## src/rtl/ann_pkg.sv

```systemverilog
// Shared definitions for the ANN layer sequencer: FSM state encoding, default layer
// dimensions and address-width helpers.
package ann_pkg;

  typedef enum logic [2:0] {
    ST_IDLE  = 3'd0,
    ST_CLEAR = 3'd1,
    ST_BIAS  = 3'd2,
    ST_MAC   = 3'd3,
    ST_DRAIN = 3'd4,
    ST_WRITE = 3'd5,
    ST_DONE  = 3'd6
  } layer_state_e;

  localparam int DEF_N_IN   = 784;
  localparam int DEF_N_OUT  = 10;
  localparam int DEF_RD_LAT = 1;

  function automatic int addr_w(input int depth);
    return (depth <= 32'sd1) ? 32'sd1 : $clog2(depth);
  endfunction

  // Weight space holds the N_OUT bias words after the N_IN*N_OUT products when bias is used.
  function automatic int weight_aw(input int n_in, input int n_out, input bit bias);
    return addr_w(n_in * n_out + (bias ? n_out : 32'sd0));
  endfunction

endpackage

```

## src/rtl/rd_valid_pipe.sv

```systemverilog
// RD_LAT-deep shift register carrying the issue-valid bit (and the bias tag when present)
// so it lines up with data returning from the input RAM / weight ROM.
module rd_valid_pipe #(
  parameter int DEPTH = 1,
  parameter int W     = 1
) (
  input  logic         clk,
  input  logic         reset,
  input  logic [W-1:0] d,
  output logic [W-1:0] q
);

  logic [W-1:0] stage_r [DEPTH];

  // Shift one stage per cycle; reset flushes every in-flight tag.
  always_ff @(posedge clk) begin
    if (reset) begin
      for (int i = 0; i < DEPTH; i++) stage_r[i] <= '0;
    end else begin
      stage_r[0] <= d;
      for (int i = 1; i < DEPTH; i++) stage_r[i] <= stage_r[i-1];
    end
  end

  assign q = stage_r[DEPTH-1];

endmodule

```

## src/rtl/layer_mac_scheduler.sv

```systemverilog
// Sequences one fully-connected layer over a shared MAC/accumulator: clear, stream operands,
// drain the read pipe, write the neuron sum. Optional bias word per neuron: LAYER_BIAS_EN.
module layer_mac_scheduler
  import ann_pkg::*;
#(
  parameter int N_IN   = DEF_N_IN,
  parameter int N_OUT  = DEF_N_OUT,
  parameter int RD_LAT = DEF_RD_LAT,
  parameter int IN_AW  = addr_w(N_IN),
`ifdef LAYER_BIAS_EN
  parameter int W_AW   = weight_aw(N_IN, N_OUT, 1'b1),
`else
  parameter int W_AW   = weight_aw(N_IN, N_OUT, 1'b0),
`endif
  parameter int OUT_AW = addr_w(N_OUT)
) (
  input  logic              clk,
  input  logic              reset,
  input  logic              start,
  output logic              busy,
  output logic              done,
  output logic [IN_AW-1:0]  in_addr,
  output logic [W_AW-1:0]   w_addr,
  output logic              acc_clr,
  output logic              acc_en,
  output logic              out_we,
  output logic [OUT_AW-1:0] out_addr
`ifdef LAYER_BIAS_EN
  ,
  output logic              acc_bias
`endif
);

`ifdef LAYER_BIAS_EN
  localparam int TAG_W = 2;
`else
  localparam int TAG_W = 1;
`endif

  layer_state_e      state_r, state_s;
  logic [OUT_AW-1:0] neuron_r, neuron_s;
  logic [IN_AW-1:0]  in_idx_r, in_idx_s;
  logic [W_AW-1:0]   w_ptr_r, w_ptr_s;
  logic [2:0]        drain_r, drain_s;
  logic              issue_r, issue_s;
  logic [IN_AW-1:0]  in_addr_s;
  logic [W_AW-1:0]   w_addr_s;
  logic [OUT_AW-1:0] out_addr_s;
  logic [TAG_W-1:0]  pipe_in_s, pipe_out_s;
`ifdef LAYER_BIAS_EN
  logic              bias_issue_r, bias_issue_s;
`endif

  // Next-state and counter update; outputs are derived from the next state and registered.
  always_comb begin
    state_s  = state_r;
    neuron_s = neuron_r;
    in_idx_s = in_idx_r;
    w_ptr_s  = w_ptr_r;
    drain_s  = drain_r;
    case (state_r)
      ST_IDLE: begin
        if (start) begin
          state_s  = ST_CLEAR;
          neuron_s = '0;
          w_ptr_s  = '0;
          in_idx_s = '0;
        end else begin
          state_s = ST_IDLE;
        end
      end
`ifdef LAYER_BIAS_EN
      ST_CLEAR: state_s = ST_BIAS;
`else
      ST_CLEAR: state_s = ST_MAC;
`endif
      ST_BIAS:  state_s = ST_MAC;
      ST_MAC: begin
        // in_addr holds the index issued this cycle
        if (in_addr == IN_AW'(N_IN - 1)) begin
          state_s = ST_DRAIN;
          drain_s = 3'd0;
        end else begin
          state_s = ST_MAC;
        end
      end
      ST_DRAIN: begin
        if (drain_r == 3'(RD_LAT - 1)) begin
          state_s = ST_WRITE;
        end else begin
          state_s = ST_DRAIN;
          drain_s = drain_r + 3'd1;
        end
      end
      ST_WRITE: begin
        if (neuron_r == OUT_AW'(N_OUT - 1)) begin
          state_s = ST_DONE;
        end else begin
          state_s  = ST_CLEAR;
          neuron_s = neuron_r + OUT_AW'(1'b1);
          in_idx_s = '0;
        end
      end
      ST_DONE: state_s = ST_IDLE;
      default: state_s = ST_IDLE;
    endcase

    issue_s   = 1'b0;
    in_addr_s = in_addr;
    w_addr_s  = w_addr;
`ifdef LAYER_BIAS_EN
    bias_issue_s = 1'b0;
`endif
    if (state_s == ST_MAC) begin
      issue_s   = 1'b1;
      in_addr_s = in_idx_r;
      w_addr_s  = w_ptr_r;
      in_idx_s  = in_idx_r + IN_AW'(1'b1);
      w_ptr_s   = w_ptr_r + W_AW'(1'b1);
    end
`ifdef LAYER_BIAS_EN
    else if (state_s == ST_BIAS) begin
      // Bias words sit after the whole product weight block; the product pointer is untouched.
      issue_s      = 1'b1;
      bias_issue_s = 1'b1;
      w_addr_s     = W_AW'(N_IN * N_OUT) + W_AW'(neuron_r);
    end
`endif
    else begin
      issue_s = 1'b0;
    end

    if (state_s == ST_WRITE) begin
      out_addr_s = neuron_r;
    end else begin
      out_addr_s = out_addr;
    end
  end

  // State, counters and all registered outputs.
  always_ff @(posedge clk) begin
    if (reset) begin
      state_r  <= ST_IDLE;
      neuron_r <= '0;
      in_idx_r <= '0;
      w_ptr_r  <= '0;
      drain_r  <= 3'd0;
      issue_r  <= 1'b0;
      in_addr  <= '0;
      w_addr   <= '0;
      out_addr <= '0;
      acc_clr  <= 1'b0;
      out_we   <= 1'b0;
      busy     <= 1'b0;
      done     <= 1'b0;
    end else begin
      state_r  <= state_s;
      neuron_r <= neuron_s;
      in_idx_r <= in_idx_s;
      w_ptr_r  <= w_ptr_s;
      drain_r  <= drain_s;
      issue_r  <= issue_s;
      in_addr  <= in_addr_s;
      w_addr   <= w_addr_s;
      out_addr <= out_addr_s;
      acc_clr  <= (state_s == ST_CLEAR);
      out_we   <= (state_s == ST_WRITE);
      busy     <= (state_s != ST_IDLE);
      done     <= (state_s == ST_DONE);
    end
  end

`ifdef LAYER_BIAS_EN
  // Bias tag travels with the issue bit through the read pipe.
  always_ff @(posedge clk) begin
    if (reset) begin
      bias_issue_r <= 1'b0;
    end else begin
      bias_issue_r <= bias_issue_s;
    end
  end

  assign pipe_in_s = {bias_issue_r, issue_r};
  assign acc_bias  = pipe_out_s[1];
`else
  assign pipe_in_s = issue_r;
`endif
  assign acc_en = pipe_out_s[0];

  rd_valid_pipe #(
    .DEPTH (RD_LAT),
    .W     (TAG_W)
  ) u_rd_valid_pipe (
    .clk   (clk),
    .reset (reset),
    .d     (pipe_in_s),
    .q     (pipe_out_s)
  );

endmodule

```

## config.mk

```make
export PLATFORM = sky130hd
export DESIGN_NAME = layer_mac_scheduler
export DESIGN_NICKNAME = d
export VERILOG_FILES = /design/src/rtl/ann_pkg.sv /design/src/rtl/rd_valid_pipe.sv /design/src/rtl/layer_mac_scheduler.sv
export SDC_FILE = /design/constraint.sdc
export NUM_CORES = 1
export LEC_CHECK = 0
export CORE_UTILIZATION = 50
export DETAILED_ROUTE_END_ITERATION = 12
export DONT_BUFFER_PORTS = 1
export HOLD_SLACK_MARGIN = 0.02
export PLACE_DENSITY = 0.75
export SKIP_CTS_REPAIR_TIMING = 1
export SYNTH_ARGS = -nofsm -noshare
export SYNTH_HDL_FRONTEND = slang
export SYNTH_SLANG_ARGS = --single-unit
```

## constraint.sdc

```tcl
create_clock -name clk -period 1.9 [get_ports clk]
set_clock_uncertainty 0.05 [all_clocks]
set_input_delay 0.38 -clock clk [delete_from_list [all_inputs] [get_ports clk]]
set_output_delay 0.38 -clock clk [all_outputs]
set_load 0.005 [all_outputs]
```

* Yosys cells after proc, flatten, opt, wreduce, memory -nomap -nowiden
Memory sizes are Yosys's and may differ from the RTL's. Cells that the tools add are included.
Word-level totals: output and inout port bits 32, memories kept 1, word-level logic and storage cells 73, register bits after elaboration 65, input port bits 3, bits in writable memories 1
Operators by class: reductions and logical operators 14, add/subtract/negate cells 4, multiplexer cells 24, equality and inequality tests 17
Memories:
- u_rd_valid_pipe.stage_r | depth 1, bits a word 1, read ports 1, clocked after Yosys merged registers in 0, write ports 1, RTL line rd_valid_pipe.sv:13 | logic [W-1:0] stage_r [DEPTH];
Operator list (number):
- two-way mux 13 bit | 3
- two-way mux 10 bit | 3
- case mux 10 bit (2 select lines) | 1
- case mux 3 bit (5 select lines) | 1
- adder 13 x 1 -> 13 bit (second input constant) | 1
- equality test 3 bit (second input constant) | 4
- two-way mux 3 bit | 4
- adder 10 x 1 -> 10 bit (second input constant) | 1
- equality test 10 bit (second input constant) | 1
- equality test 3 x 2 -> 1 bit (second input constant) | 3
- AND reduction 3 bit | 3
- two-way mux 1 bit | 8
- two-way mux 4 bit | 2
- != test 2 bit (second input constant) | 4
- case mux 4 bit (2 select lines) | 1
- nonzero test 2 bit | 4
- equality test 3 x 1 -> 1 bit (second input constant) | 2
- zero test 3 bit | 2
- != test 3 bit (second input constant) | 2
- case mux 3 bit (2 select lines) | 1
- nonzero test 3 bit | 2
- adder 4 x 1 -> 4 bit (second input constant) | 1
- equality test 4 bit (second input constant) | 1
- adder 3 x 1 -> 3 bit (second input constant) | 1
- 3 further kinds | 3

* Logic depth before layout (Yosys ltp)
Gate-level depths: netlist of the first run.
depth in word-level cells 6, gate-level depth with buffers 7, gate-level depth less buffers 6

* Hierarchy
Synthesis of the first run repeated with hierarchy kept, for this count alone.
Unflattened totals: cell total of the unflattened synthesis 356, area, all modules 3012.9 um^2
Modules (own cells, without submodules):
- layer_mac_scheduler | cells an instance 354, instances 1, sequential area each 1301.2 um^2, area an instance 2979.1 um^2
- rd_valid_pipe | cells an instance 2, instances 1, sequential area each 20.0 um^2, area an instance 33.8 um^2

* Worst setup path after synthesis of the first run
No wires, ideal clock.
kind register to register, from register in_addr[5], to register w_ptr_r[7], slack 7 ps, clock period less this slack 1893 ps, setup time 120 ps, arrival 1723 ps, cell stages (with the launch flop) 6, required time 1730 ps, path buffers 0, cells stage by stage dfxtp_1 -> or4b_4 -> o311ai_4 -> inv_4 -> and3_1 -> a211o_1
On the way: longest elaborated chain between the ends 6, elaborated cells on any way between the ends 8, classes of those cells 2 x eq/ne; 3 x mux; 3 x reduce/logical
Ends and longest elaborated chain:
- start, declared | RTL line layer_mac_scheduler.sv:22 | output logic [IN_AW-1:0] in_addr,
- start signal, assigned | RTL line layer_mac_scheduler.sv:163 | in_addr <= in_addr_s;
- equality test 10 bit * | RTL line layer_mac_scheduler.sv:80 | if (in_addr == IN_AW'(N_IN - 1)) begin
- two-way mux 3 bit * | RTL line layer_mac_scheduler.sv:80
- case mux 3 bit (5 select lines) * | RTL line layer_mac_scheduler.sv:61 | case (state_r)
- equality test 3 x 2 -> 1 bit * | RTL line layer_mac_scheduler.sv:114 | if (state_s == ST_MAC) begin
- nonzero test 2 bit (no line)
- AND reduction 2 bit (no line)
- end signal, assigned | RTL line layer_mac_scheduler.sv:160 | w_ptr_r <= w_ptr_s;
- end, declared | RTL line layer_mac_scheduler.sv:43 | logic [W_AW-1:0] w_ptr_r, w_ptr_s;
Every way passes the cells marked *; elsewhere a longest branch is shown, timed or not. A chain may end at the register's enable or synchronous reset.

* Worst setup path after layout of the first run
from register in_addr[6], to register in_idx_r[3]
On the way: longest elaborated chain between the ends 6, elaborated cells on any way between the ends 9, classes of those cells 4 x eq/ne; 3 x mux; 2 x reduce/logical
Ends and longest elaborated chain:
- equality test 10 bit * | RTL line layer_mac_scheduler.sv:80
- two-way mux 3 bit * | RTL line layer_mac_scheduler.sv:80
- case mux 3 bit (5 select lines) * | RTL line layer_mac_scheduler.sv:61
- equality test 3 x 2 -> 1 bit * | RTL line layer_mac_scheduler.sv:114
- != test 3 bit (no line) or nonzero test 3 bit (tied branches)
- AND reduction 3 bit (no line)
- end signal, assigned | RTL line layer_mac_scheduler.sv:159 | in_idx_r <= in_idx_s;
- end, declared | RTL line layer_mac_scheduler.sv:42 | logic [IN_AW-1:0] in_idx_r, in_idx_s;
Marks and branches as above.

==> results.cfg, run 1 <==
[die]
die_x_um = 78.38
pin_count = 35
chipHeight_um = 78.38
core_sq_um = 5574
start_util_pct = 52.32
rows = 27
die-area_sq_um = 6143

[timing]
holdWs_ns = 0.07166
fin_crit_sh_pct = 101.6
fin_crit_ns = 1.930
rsz0062_at_grt = yes
finalSetupViolations = 4
max_freq_mhz = 518.2
max_slew_margin_pct = 70.35
finalWorstSetupSlack_ns = -0.02986
slew_viol_final = 0
hold_viol_final = 0
worst_slew_pin_slew_ns = 0.4438

[power]
power_density_nw_per_um2 = 850.1
p_leak_nw = 1.326
ir_drop_mv = 0.5747
power_mw = 3.013

[grt]
grtUsageTotal_pct = 23.89
grt-ovfl-total = 0
grt_max_degree = 64
grt_pass1_wl_um = 11390
grt_pass1_vias = 2416
antenna_found_initial = 0

[logic_synthesis]
synth_cells = 338
ys.flop_type = dfxtp_1
yosysMostFrequentCell = dfxtp_1
netlist_area_sq_um = 2917
ys.warnings.count = 0
synth_area_per_cell_sq_um = 8.629
synthesis.nets = 347
synth_cell_type_count = 54
synthArstFlopShare_pct = 0
ys_seq_area_share_pct = 45.30
synth_area_leader_cell = dfxtp_1
synth_top_area_share_pct = 45.30
yosys-top-cells-area = dfxtp_1, nand2_1, a21oi_1, nand4_1, ha_1
synth_seq_cells = 66
synthTopCellsByCount = dfxtp_1, nand2_1, a21oi_1
synth_edf_count = 0

[layout]
n_antenna_cell = 0
finalNetCount = 375
syn2layout_area_growth_pct = 21.54
final_area_sq_um = 3545
instances_no_fill = 442
post-route-util_pct = 63.59
drive_gt1_share_pct = 18.65
fillers = 471

[critical_path]
arrival_ns = 2.14
worstSetupPathType = flip-flop to flip-flop
crit_path_max_fanout = 8
reg2reg_depth = 5
start_kind = flip-flop
r2r_slack_ns = -0.03
timing.rr.start = in_addr[6]$_SDFFE_PP0P_
r2r-end = in_idx_r[3]$_SDFFE_PP0P_
required_ns = 2.11
endpoint_kind = flip-flop

[min_path]
whs_path_depth = 1
min_to = in_addr[6]$_SDFFE_PP0P_
hold_class = input port to flip-flop
hp-start = reset

[routing]
wl_um = 7038
drc = 0
drtAntennaViolNets = 0
wl_per_cell_um = 15.92
num_vias = 2607
firstDrtPassIters = 5
drt_iter0_drc = 168
avgViaCountPerCell = 5.898

[clock_network]
clock_latency_ns = 0.35
clk_root_buffer_cell = clkbuf_8
cts_sinks = 66
ctsHtreeMaxLevel = 3
clkTransAtPathRegs_ns = 0.07
cts_buffers = 9
cts_tree = built
clk_path_buf_depth = 2

[run_status]
status = finished with violations
violations = negative setup slack

[placed_design]
place_area_sq_um = 3184
dp_cells = 420
place_congestion = 0.8080
portBuffers = 0
place_hpwl_um = 4560

[job]
maxCapViolCount = 0
==> per-stage QoR <==
| step | worst slack, ns | setup TNS, ns |
|---|---|---|
| floorplan | 0.006867 | 0 |
| global placement | 0.06723 | 0 |
| detailed placement | -0.01055 | -0.01055 |
| CTS | -0.02946 | -0.02946 |
| global route | -0.05594 | -0.4886 |
| finish | -0.02986 | -0.06515 |
==> cells by family (layout without fill, tap and decap cells) <==
| family | count (synthesis) | after routing | synth area share, % |
|---|---|---|---|
| mux | 6 | 6 | 2.059 |
| fa+ha+maj | 6 | 6 | 2.574 |
| simple gates | 149 | 149 | 26.94 |
| compound gates | 75 | 75 | 17.46 |
| buf+inv | 33 | 65 | 4.762 |
| xor+xnor | 3 | 3 | 0.9011 |
| flops | 66 | 66 | 45.30 |
==> worst max-delay path: stages, from the launching register on <==
cell and delay (ns):
dfxtp_1 0.31, or4b_4 0.58, o31ai_4 0.36, buf_12 0.18, nand2_8 0.08, o311ai_4 0.27
==> layer usage <==
| layer | vias up | GRT usage [%] | share of wire, % |
|---|---|---|---|
| li1 | 1291 | - | - |
| met1 | 1231 | 30.21 | 45 |
| met2 | 74 | 38.33 | 48 |
| met3 | 11 | 6.047 | 5.6 |
| met4 | 0 | 10.56 | 1.5 |
| met5 | - | 0 | 0 |
==> layout make-up <==
class	count	area, sq um	share of cell area, %
multi-input cells	239	1564	44.12
flip-flops and latches	66	1323	37.31
repair buffers	37	324.1	9.142
clock buffers	10	137.6	3.883
well taps	72	90.09	2.541
clock inverters	5	55.05	1.553
inverters	13	51.30	1.447
==> registers in the layout, indices dropped and copies added (netlist names) <==
signal	cells
issue_r	1
drain_r	3
in_idx_r	10
w_ptr_r	13
out_we	1
in_addr	10
done	1
w_addr	13
state_r	3
acc_clr	1
neuron_r	4
out_addr	4
u_rd_valid_pipe.stage_r	1
busy	1
==> worst max-delay path by stage <==
stage	from	end	slack, ns
2_1_floorplan	in_addr[5]$_SDFFE_PP0P_	w_ptr_r[7]$_SDFFE_PP0P_	0.007
3_3_place_gp	in_addr[5]$_SDFFE_PP0P_	w_ptr_r[5]$_SDFFE_PP0P_	0.07
3_5_place_dp	in_addr[5]$_SDFFE_PP0P_	in_idx_r[3]$_SDFFE_PP0P_	-0.01
4_1_cts	in_addr[5]$_SDFFE_PP0P_	in_idx_r[3]$_SDFFE_PP0P_	-0.03
5_1_grt	in_addr[6]$_SDFFE_PP0P_	in_idx_r[3]$_SDFFE_PP0P_	-0.06
6_report	in_addr[6]$_SDFFE_PP0P_	in_idx_r[3]$_SDFFE_PP0P_	-0.03
==> report_power, final <==
group	internal (mW)	switching (mW)	leakage [nW]
combinational	0.181	0.233	0.697
sequential	1.42	0.0319	0.534
clock	0.629	0.522	0.0941
==> layout by cell type (no fill, tap or decap), types with 4 or more instances in the layout <==
cell type | Yosys | routed
dfxtp_1 | 66 | 65
clkbuf_8 | 0 | 10
and3_1 | 6 | 4
or4_1 | 10 | 10
nand2_1 | 62 | 62
a211o_1 | 4 | 4
ha_1 | 6 | 6
mux2i_1 | 6 | 6
o311ai_1 | 5 | 4
nor2_1 | 12 | 12
inv_1 | 12 | 12
buf_4 | 2 | 33
o21ai_0 | 5 | 4
nand3_1 | 9 | 9
a21oi_1 | 35 | 35
nor3_1 | 6 | 6
nand4_1 | 15 | 15
No activity file was read; power rests on OpenSTA's default activity.
==> inputs of run 2 (changes only) <==
--- a/config.mk
+++ b/config.mk
@@ -5,11 +5,11 @@
 export SDC_FILE = /design/constraint.sdc
 export NUM_CORES = 1
 export LEC_CHECK = 0
+export CAP_MARGIN = 20
 export CORE_UTILIZATION = 50
 export DETAILED_ROUTE_END_ITERATION = 12
-export DONT_BUFFER_PORTS = 1
 export HOLD_SLACK_MARGIN = 0.02
-export PLACE_DENSITY = 0.75
+export PLACE_DENSITY = 0.83
 export SKIP_CTS_REPAIR_TIMING = 1
 export SYNTH_ARGS = -nofsm -noshare
 export SYNTH_HDL_FRONTEND = slang
==> results.cfg, run 2 (synthesized netlist as in run 1, its figures left out) <==
[layout]
drive_gt1_share_pct = 17.21
syn2layout_area_growth_pct = 29.39
finalNetCount = 405
layout_commonest_cell = dfxtp_1
largestRegisters = w_addr: 13 flops, w_ptr_r: 13 flops
fillers = 458
n_antenna_cell = 0
final_cell_mix = dfxtp_1, nand2_1, a21oi_1

[timing]
fin_setup_tns_ns = 0
fin_crit_sh_pct = 99.48
rsz0062_at_grt = yes
slew_viol_final = 0
finalSetupViolations = 0
holdWs_ns = 0.3819
max_freq_mhz = 529.1
worst_slew_pin_slew_ns = 0.4939
hold_viol_final = 0
fin_crit_ns = 1.890
max_slew_margin_pct = 66.64

[critical_path]
required_ns = 2.09
r2r_slack_ns = 0.01
cp_cell_sequence = or4b_4 -> o311ai_4 -> inv_4 -> and3_1 -> a211o_1
worstSetupPathType = flip-flop to flip-flop
crit_path_max_fanout = 5
endpoint_kind = flip-flop
max_stage_delay_ns = 0.59
arrival_ns = 2.08
start_kind = flip-flop
crit_slowest_cell = or4b_4

[power]
p_leak_nw = 1.373
switching_share_pct = 28.16
power.switching_mw = 0.8068
clock_power_share_pct = 35.2
power_frac_seq_pct = 50.7
p_comb_share_pct = 14.0
power_density_nw_per_um2 = 759.1
cellInternalPower_mw = 2.058
ir_drop_mv = 0.4450

[grt]
grt_max_degree = 33
grt_pass1_wl_um = 11320
grt-ovfl-total = 0
antenna_found_initial = 0
grt_pass1_vias = 2471
grtUsageTotal_pct = 23.46

[die]
chipHeight_um = 78.38
start_util_pct = 52.32
rows = 27
die_x_um = 78.38
core_sq_um = 5574
pin_count = 35
die-area_sq_um = 6143

[placed_design]
place_congestion = 0.8662
place_hpwl_um = 4638
portBuffers = 34

[clock_network]
ctsHtreeMaxLevel = 3
cts_tree = built
clkTransAtPathRegs_ns = 0.07
clk_path_buf_depth = 2
clock_latency_ns = 0.35
clk_root_buffer_cell = clkbuf_8
cts_sinks = 66
cts_buffers = 9

[routing]
drc = 0
firstDrtPassIters = 5
num_vias = 2680
drtAntennaViolNets = 0
wl_per_cell_um = 14.45
drt_iter0_drc = 133
wl_um = 6837
avgViaCountPerCell = 5.666

[run_status]
status = finished, final reports clean

[job]
maxCapViolCount = 0

[min_path]
hold_class = input port to flip-flop
[run 2: cell count changes in the layout (fill, tap and decap cells not counted), moves of 3 or more]
cell	delta
clkdlybuf4s50_1	+33
buf_4	-5
o311ai_2	+4
o311ai_1	-3
[run 2: stage by stage]
step | std cells | utilization (%) | cell area [sq um] | setup WS [ns] | total power, mW
after floorplan | 338 | - | 2917 | 0.006867 | 1.690
after global placement | 455 | 63.28 | 3527 | -0.1338 | 1.857
final | 473 | 67.70 | 3774 | 0.009867 | 2.865
after CTS | 471 | 66.33 | 3697 | -0.09145 | 2.864
after global routing | 473 | 67.70 | 3774 | -0.04195 | 2.984
after detailed placement | 455 | 63.28 | 3527 | -0.1693 | 1.866
[run 2: worst paths after layout]
| kind | to | depth (start not counted) | from |
|---|---|---|---|
| worst max-delay path | w_ptr_r[8]$_SDFFE_PP0P_ | 5 | in_addr[5]$_SDFFE_PP0P_ |
| worst min-delay path | in_idx_r[6]$_SDFFE_PP0P_ | 2 | reset |
| worst max register to register | w_ptr_r[8]$_SDFFE_PP0P_ | 5 | in_addr[5]$_SDFFE_PP0P_ |
| worst min register to register | u_rd_valid_pipe.stage_r[0]$_SDFF_PP0_ | 1 | issue_r$_SDFF_PP0_ |
[run 2: cell type report]
| class | instances | area (sq um) | area share, % |
|---|---|---|---|
| Multi-Input combinational cell | 239 | 1518 | 40.22 |
| Sequential cell | 66 | 1325 | 35.11 |
| Timing Repair Buffer | 67 | 619.3 | 16.41 |
| Clock buffer | 9 | 123.9 | 3.282 |
| Tap cell | 72 | 90.09 | 2.387 |
| Inverter | 13 | 51.30 | 1.359 |
| Clock inverter | 7 | 46.29 | 1.227 |
[run 2: critical path: cells and delay by family (launching register included)]
kind,cells,cell delay [ns]
buf+inv,1,0.08
simple gates,2,0.77
flops,1,0.32
compound gates,2,0.57
[run 2: power by group through the flow]
| stage | Sequential, mW | Clock [mW] | Combinational [mW] |
|---|---|---|---|
| after floorplan | 1.47 | 0 | 0.223 |
| after global placement | 1.48 | 0 | 0.377 |
| after detailed placement | 1.48 | 0 | 0.384 |
| after CTS | 1.45 | 1.03 | 0.385 |
| after global routing | 1.46 | 1.09 | 0.437 |
| final | 1.45 | 1.01 | 0.402 |
[run 2: layer usage]
metal | up-vias | wire length [um] | global-route usage (%) | share of wire (%)
li1 | 1342 | - | - | -
met1 | 1224 | 3074 | 29.75 | 45
met2 | 98 | 3237 | 37.89 | 47
met3 | 16 | 380 | 4.186 | 5.6
met4 | 0 | 145 | 12.41 | 2.1
met5 | - | 0 | 0 | 0
==> inputs of run 3 (changes only) <==
--- a/config.mk
+++ b/config.mk
@@ -6,6 +6,7 @@
 export NUM_CORES = 1
 export LEC_CHECK = 0
 export CAP_MARGIN = 20
+export CORE_MARGIN = 1.5
 export CORE_UTILIZATION = 50
 export DETAILED_ROUTE_END_ITERATION = 12
 export HOLD_SLACK_MARGIN = 0.02
==> constraint.sdc (replaced) <==
create_clock -name clk -period 1.9 [get_ports clk]
set_clock_uncertainty 0.05 [all_clocks]
set_input_delay 0.57 -clock clk [delete_from_list [all_inputs] [get_ports clk]]
set_output_delay 0.57 -clock clk [all_outputs]
set_load 0.005 [all_outputs]
==> results.cfg, run 3 (synthesized netlist as in run 1, its figures left out) <==
[critical_path]
start_kind = flip-flop
worstSetupPathType = flip-flop to flip-flop
r2r-end = w_ptr_r[8]$_SDFFE_PP0P_
required_ns = 2.09
r2r_slack_ns = -0.03
endpoint_kind = flip-flop
timing.rr.start = in_addr[5]$_SDFFE_PP0P_
arrival_ns = 2.13
reg2reg_depth = 5
crit_path_max_fanout = 6

[run_status]
status = finished with violations
violations = negative setup slack

[clock_network]
ctsHtreeMaxLevel = 3
clk_path_buf_depth = 2
cts_sinks = 66
cts_buffers = 9
cts_tree = built
clk_root_buffer_cell = clkbuf_8
clock_latency_ns = 0.36
clkTransAtPathRegs_ns = 0.07

[layout]
post-route-util_pct = 71.36
largestRegisters = w_addr: 13 flops, w_ptr_r: 13 flops
n_antenna_cell = 0
seq_area_sq_um = 1334
instances_no_fill = 490
final_cell_mix = nand2_1, dfxtp_1, buf_4
final_area_sq_um = 3978
fillers = 390
drive_gt1_share_pct = 23.68
finalNetCount = 422
multiInputGateArea_sq_um = 1556
layout_commonest_cell = nand2_1
syn2layout_area_growth_pct = 36.38

[die]
die_x_um = 79.38
pin_count = 35
core_sq_um = 5574
start_util_pct = 52.32
rows = 27
chipHeight_um = 79.38
die-area_sq_um = 6300

[placed_design]
portBuffers = 34
pre_cts_ws_ns = -0.3850
place_hpwl_um = 5181
place_area_sq_um = 3610
dp_cells = 466
place_congestion = 0.8592

[grt]
grtUsageTotal_pct = 25.33
grt_pass1_wl_um = 12280
grt_max_degree = 29
antenna_found_initial = 0
grt-ovfl-total = 0
grt_pass1_vias = 2669

[min_path]
min_to = u_rd_valid_pipe.stage_r[0]$_SDFF_PP0_
hold_class = flip-flop to flip-flop
hp-start = issue_r$_SDFF_PP0_
whs_path_depth = 1

[job]
maxCapViolCount = 0

[routing]
firstDrtPassIters = 5
wl_per_cell_um = 15.99
wl_um = 7836
drt_iter0_drc = 212
avgViaCountPerCell = 5.929
drc = 0
num_vias = 2905
drtAntennaViolNets = 0

[timing]
finalSetupViolations = 4
fin_setup_tns_ns = -0.06278
rsz0062_at_grt = yes
finalWorstSetupSlack_ns = -0.03400
fin_crit_ns = 1.934
holdWs_ns = 0.3920
max_freq_mhz = 517.1
hold_viol_final = 0
worst_slew_pin_slew_ns = 0.4064
fin_crit_sh_pct = 101.8
slew_viol_final = 0
max_slew_margin_pct = 72.81

[power]
p_leak_nw = 1.675
ir_drop_mv = 0.5537
power_density_nw_per_um2 = 743.7
power_mw = 2.958
==> run 3: changes by cell type in the layout (fill, tap and decap cells not counted), sizes merged <==
| cell | before | now |
|---|---|---|
| dlymetal6s2s | 0 | 11 |
| clkinvlp | 3 | 2 |
| clkinv | 4 | 3 |
| clkdlybuf4s50 | 33 | 22 |
| buf | 34 | 51 |
| clkbuf | 9 | 11 |
==> run 3: worst max path at each step <==
stage                             from                  endpoint  slack, ns
2_1_floorplan  in_addr[5]$_SDFFE_PP0P_   w_ptr_r[7]$_SDFFE_PP0P_      0.007
3_3_place_gp                     start  neuron_r[3]$_SDFFE_PP0P_      -0.34
3_5_place_dp                     start  neuron_r[3]$_SDFFE_PP0P_      -0.39
4_1_cts        in_addr[8]$_SDFFE_PP0P_                in_addr[8]      -0.08
5_1_grt        in_addr[5]$_SDFFE_PP0P_   w_ptr_r[8]$_SDFFE_PP0P_      -0.08
6_report       in_addr[5]$_SDFFE_PP0P_   w_ptr_r[8]$_SDFFE_PP0P_      -0.03
==> run 3: final cells by class <==
class | instances | share of cell area, %
Clock buffer | 11 | 3.555
Sequential cell | 66 | 33.53
Tap cell | 72 | 2.265
Multi-Input combinational cell | 239 | 39.13
Clock inverter | 5 | 0.7550
Inverter | 13 | 1.290
Timing Repair Buffer | 84 | 19.47
==> run 3: layer usage <==
layer / wire length (um) / GRT usage, % / share of wire, % / up-vias
li1: - / - / - / 1387
met1: 3306 / 31.01 / 42 / 1387
met2: 3791 / 40.77 / 48 / 105
met3: 491 / 6.743 / 6.3 / 26
met4: 246 / 13.16 / 3.1 / 0
met5: 0 / 0 / 0 / -
==> run 3: worst max-delay path, cell delays in order (launching register included) <==
cell and delay (ns):
dfxtp_2 0.33, or4b_4 0.60, o311ai_4 0.33, inv_4 0.09, and3_4 0.17, a211o_1 0.26
==> run 3: report_power, final <==
part / total, mW / internal, mW / leakage (nW) / switching, mW
combinational: 0.464 / 0.207 / 1.05 / 0.257
clock: 1.04 / 0.501 / 0.0851 / 0.543
sequential: 1.45 / 1.42 / 0.539 / 0.0314
==> patch 1, RTL diff (settings of run 2) <==
`w_addr` no longer has a reset.
--- a/src/rtl/layer_mac_scheduler.sv
+++ b/src/rtl/layer_mac_scheduler.sv
@@ -147,7 +147,6 @@
       drain_r  <= 3'd0;
       issue_r  <= 1'b0;
       in_addr  <= '0;
-      w_addr   <= '0;
       out_addr <= '0;
       acc_clr  <= 1'b0;
       out_we   <= 1'b0;
@@ -161,13 +160,16 @@
       drain_r  <= drain_s;
       issue_r  <= issue_s;
       in_addr  <= in_addr_s;
-      w_addr   <= w_addr_s;
       out_addr <= out_addr_s;
       acc_clr  <= (state_s == ST_CLEAR);
       out_we   <= (state_s == ST_WRITE);
       busy     <= (state_s != ST_IDLE);
       done     <= (state_s == ST_DONE);
     end
+  end
+
+  always_ff @(posedge clk) begin
+    w_addr <= w_addr_s;
   end
 
 `ifdef LAYER_BIAS_EN
Check against the original RTL: differs if reset is asserted again (counterexample within 4 cycles, from zero or initial values and one cycle with reset high); with reset held inactive, the same outputs for 10 cycles.
==> patch 1 against run 2 <==
- worst setup slack gained 48 ps
- sequential power grew 6%
- synthesized area grew 1.6%
- maximum frequency grew 2.6%
- sequential share of layout area grew 4.0 points
- highest routed layer unchanged
- sequential cell count is the same
- critical path type unchanged
- cell area shrank 1.3%
- power grew 3.5%
- wire length grew 2.7%
==> patch 1: results (changes against run 2) <==
- Met3 WL post-DR: 349 um (-8.2%)
- Hpwl dp: 4790 um (+3.2%)
- Routed wire length: 7020 um (+2.7%)
- Met1 GRT Util: 0.311 (+0.0137)
- CTS Buf Count: 9 (unchanged)
- WL/cell: 15.8 um (+9.6%)
- Post-synthesis mux area share: 0.0241 (+0.00347)
- Vias per Instance: 6.02 (+6.2%)
- First-pass GRT wire length: 11,500 um (+1.5%)
- Initial drt markers: 183 (+38%)
- Met2 WL: 3480 um (+7.4%)
- Worst-path clk slew: 70 ps (about the same)
- Actual slew at the worst max-slew pin: 403 ps (-91.3 ps)
- Peak VDD IR: 401 uV (-9.9%)
- Met2 usage: 0.377 (-0.00222)
- Syn_nets: 321 (-7.5%)
- Worst skew pair latency: 340 ps
- Hold crit path type: flop to flop
- P_leak: 0.00134 uW (-2.7%)
- Count of different cell masters after synthesis: 54 (unchanged)
- Antenna diode count: 0 (unchanged)
- Sequential share of the synthesized area: 0.490 (+0.0366)
- Worst path top cell family by delay: simple AND/OR/NAND/NOR gates
- Filler Cells Inserted: 463 (+1.1%)
- DP Area: 3520 um2 (-0.11%)
- Vias in the first global route: 2,420 (-2.1%)
- Total Nets Final: 375 (-7.4%)
- Share of post-route cells with drive strength above 1: 0.154 (-0.0184)
- Largest net degree at the start of global routing: 19 (-42%)
- Gpl congestion: 0.831 (-4.0%)
- XOR/XNOR Fraction of Synth Area: 0.0148 (+0.00577)
- Placed cell count: 426 (-6.4%)
- Power density cells: 796 nW/um2 (+4.9%)
- CP max-delay cell: or3_1
- Met3 Track Usage GR: 0.0356 (-0.00623)
- Status: finished clean
- Synth cell count leaders: 53 x dfxtp_1, 35 x nand3_1, 22 x a21oi_1, 21 x o21ai_0
- DP Worst Slack: -41.7 ps (+128 ps)
- Adder-Cell Fraction of Synth Area: 0.0253 (-0.000413)
- Clock net power: 1110 uW (+9.9%)
- Detailed Routing Iterations Pass 1: 4 (-1)
- Highest routing layer actually used: met4
- Crit path largest cell delay: 420 ps (-170 ps)
- Most frequent cell after synthesis: dfxtp_1
- Post-synthesis async set-or-reset flop share: 0 (unchanged)
- CTS root buffer: clkbuf_8
- Tot GR Track Use: 0.237 (+0.00247)
- Area contributors post-synth: dfxtp_1 36%, edfxtp_1 13%, nand3_1 5.9%
- Comb pwr share: 0.110 (-0.030)
- Synth Area per Inst: 9.50 um2 (+10%)
- Final Power: 2960 uW (+3.5%)
- Synth Area in Compound Gates: 0.172 (-0.00238)
- Metal-1 WL: 3070 um (about the same)
- CP max FO: 7 (+2)
- Number of synthesized flops with an enable pin: 13 (+13)
- P_sw: 714 uW (-12%)
- Clk buf depth: 2 (unchanged)
patch 1: cell types whose count changed in the layout (fill, tap and decap cells not counted), moves of 7 or more:
| cell | run 2 | this run |
|---|---|---|
| dfxtp_1 | 63 | 49 |
| edfxtp_1 | 0 | 13 |
| a21oi_1 | 35 | 22 |
| nand2_1 | 62 | 14 |
| nand3_1 | 9 | 35 |
| o211ai_1 | 0 | 7 |
| o21ai_0 | 5 | 21 |
| or4_1 | 10 | 3 |
patch 1: final cells by class:
class                   count  area share
clock buffers              12      0.0363
clock inverters             4      0.0118
inverters                   8     0.00806
multi-input cells         221       0.381
flip-flops and latches     66       0.391
well taps                  72      0.0242
repair buffers             60       0.147
patch 1: final timing paths:
kind	cells after the start	slack, ps	start	to
max	5	60	w_ptr_r[0]	w_ptr_r[8]
min	1	380	issue_r	u_rd_valid_pipe.stage_r[0]
max reg2reg	5	60	w_ptr_r[0]	w_ptr_r[8]
min reg2reg	1	380	issue_r	u_rd_valid_pipe.stage_r[0]
==> patch 2, RTL diff (flow settings as in run 2) <==
Without the edit above. Set the package constant `DEF_N_OUT` to 9 (it was 10).
--- a/src/rtl/ann_pkg.sv
+++ b/src/rtl/ann_pkg.sv
@@ -13,7 +13,7 @@
   } layer_state_e;
 
   localparam int DEF_N_IN   = 784;
-  localparam int DEF_N_OUT  = 10;
+  localparam int DEF_N_OUT  = 9;
   localparam int DEF_RD_LAT = 1;
 
   function automatic int addr_w(input int depth);
Function: same outputs for any inputs over 10 cycles, from zero or initial values and one cycle with reset high; that may be too few to reach the edited logic, so the function may still have changed.
==> patch 2 against run 2 <==
- the run now ends with setup timing left
- power increased by 5.2%
- worst setup slack got worse by 34 ps
- sequential power about the same
- synthesized area increased by 5.2%
- cell area increased by 8.3%
- wire length increased by 23%
- cell count increased by 5.3%
- sequential cell count unchanged
- critical endpoint is now w_addr[9]
==> patch 2: results (changes against run 2) <==
- Crit path to: w_addr[9]
- Met1 GRT Util: 0.338 (+0.0405)
- Actual slew at the worst max-slew pin: 525 ps (+31.2 ps)
- Clk buf depth: 2 (unchanged)
- Reg-to-Reg End: w_addr[9]
- Hpwl dp: 5160 um (+11%)
- Share of post-route cells with drive strength above 1: 0.210 (+0.0383)
- Setup violators final: 1 (+1)
- Vias in the first global route: 2,691 (+8.9%)
- Antenna violations before repair: 0 (unchanged)
- DP Area: 3680 um2 (+4.4%)
- Sequential share of the synthesized area: 0.430 (-0.0225)
- Synth cell count leaders: 66 x dfxtp_1, 40 x nand3_1, 36 x a21oi_1, 27 x o21ai_0
- CTS root buffer: clkbuf_8
- Total Nets Final: 427 (+5.4%)
- WL/cell: 16.9 um (+17%)
- Routed wire length: 8430 um (+23%)
- Peak VDD IR: 482 uV (+8.3%)
- Reg area: 1320 um2 (-0.19%)
- Origin of the critical flop-to-flop path: in_addr[5]
- Met2 usage: 0.387 (+0.00834)
- Syn Inst Count: 361 (+6.8%)
- Status: finished with violations
- TNS Setup: -24.1 ps (-24.1 ps)
- Placed cell count: 480 (+5.5%)
- CP max FO: 11 (+6)
- Met3 Track Usage GR: 0.0545 (+0.0127)
- H-tree Lvls: 3 (unchanged)
- Detailed Routing Iterations Pass 1: 5 (unchanged)
- Antenna diode count: 0 (unchanged)
- Top Registers: w_addr: 13 flops, w_ptr_r: 13 flops
- Hold crit path type: input pin to flop
- P_leak: 0.00141 uW (+2.7%)
- Gpl congestion: 0.836 (-3.5%)
- First-pass GRT wire length: 12,500 um (+10%)
- DP Worst Slack: -212 ps (-43.1 ps)
- Worst-path clk slew: 70 ps (about the same)
- Largest net degree at the start of global routing: 23 (-30%)
- Worst R2R Path Depth: 7 (+2)
- Port bufs: 34 (unchanged)
- Routed Antenna Nets: 0 (unchanged)
- Initial drt markers: 268 (+100%)
- Kind of critical path: flop to flop
- Count of different cell masters after synthesis: 53 (-1.9%)
- Syn_nets: 370 (+6.6%)
- Setup ws final: -24.1 ps (-34.0 ps)
- Failing checks: setup timing
- Vias per Instance: 6.21 (+9.5%)
- Post-synthesis async set-or-reset flop share: 0 (unchanged)
- Worst skew pair latency: 340 ps
- Area contributors post-synth: dfxtp_1 43%, nand3_1 6.5%, a21oi_1 5.9%
- CP arrival: 2130 ps (+50 ps)
- Tot GR Track Use: 0.247 (+0.0127)
- Filler Cells Inserted: 414 (-9.6%)
- CTS Buf Count: 9 (unchanged)
- Yosys warning count: 0 (unchanged)
- Ys flop type: dfxtp_1
[patch 2: worst min-delay path by stage]
stage | startpoint | end | slack [ps] | depth (start not counted)
after floorplan | issue_r | u_rd_valid_pipe.stage_r[0] | 360 | 1
after global placement | issue_r | u_rd_valid_pipe.stage_r[0] | 390 | 1
after detailed placement | issue_r | u_rd_valid_pipe.stage_r[0] | 390 | 1
after CTS | reset | in_idx_r[1] | 290 | 2
after global routing | reset | in_idx_r[1] | 320 | 2
final | reset | in_idx_r[1] | 310 | 2
[patch 2: area by class of cell]
cell class,instances,share of cell area
multi-input combinational,258,0.422
timing repair buffer,73,0.173
inverter,10,0.00919
clock inverter,1,0.00123
sequential,66,0.324
tap,75,0.0230
clock buffer,15,0.0481
[patch 2: metal layers]
| layer | up-vias | wire length [um] |
|---|---|---|
| li1 | 1463 | - |
| met1 | 1492 | 3770 |
| met2 | 126 | 4100 |
| met3 | 10 | 440 |
| met4 | 0 | 111 |
| met5 | - | 0 |
[patch 2: cell families after synthesis]
logic type / count (synthesis) / share of synthesized area
and+or+nand+nor: 140 / 0.256
AOI/OAI and AO/OA: 101 / 0.206
DFF: 66 / 0.430
buffers and inverters: 37 / 0.0489
muxes: 7 / 0.0228
adders and majority gates: 6 / 0.0245
xor gates and xnor gates: 4 / 0.0114
[patch 2: report_power, final]
part           internal [uW]  total, uW  switching (uW)
registers               1420       1450            34.4
clock network            652       1180             528
logic                    146        384             238
total                   2210       3010             800
[patch 2: critical path: stages, from the launching register on]
cell and delay (ps):
dfxtp_2 320, or4b_4 540, buf_6 140, nor3_4 170
buf_6 180, clkbuf_16 160, o21ai_0 90, a21oi_1 180
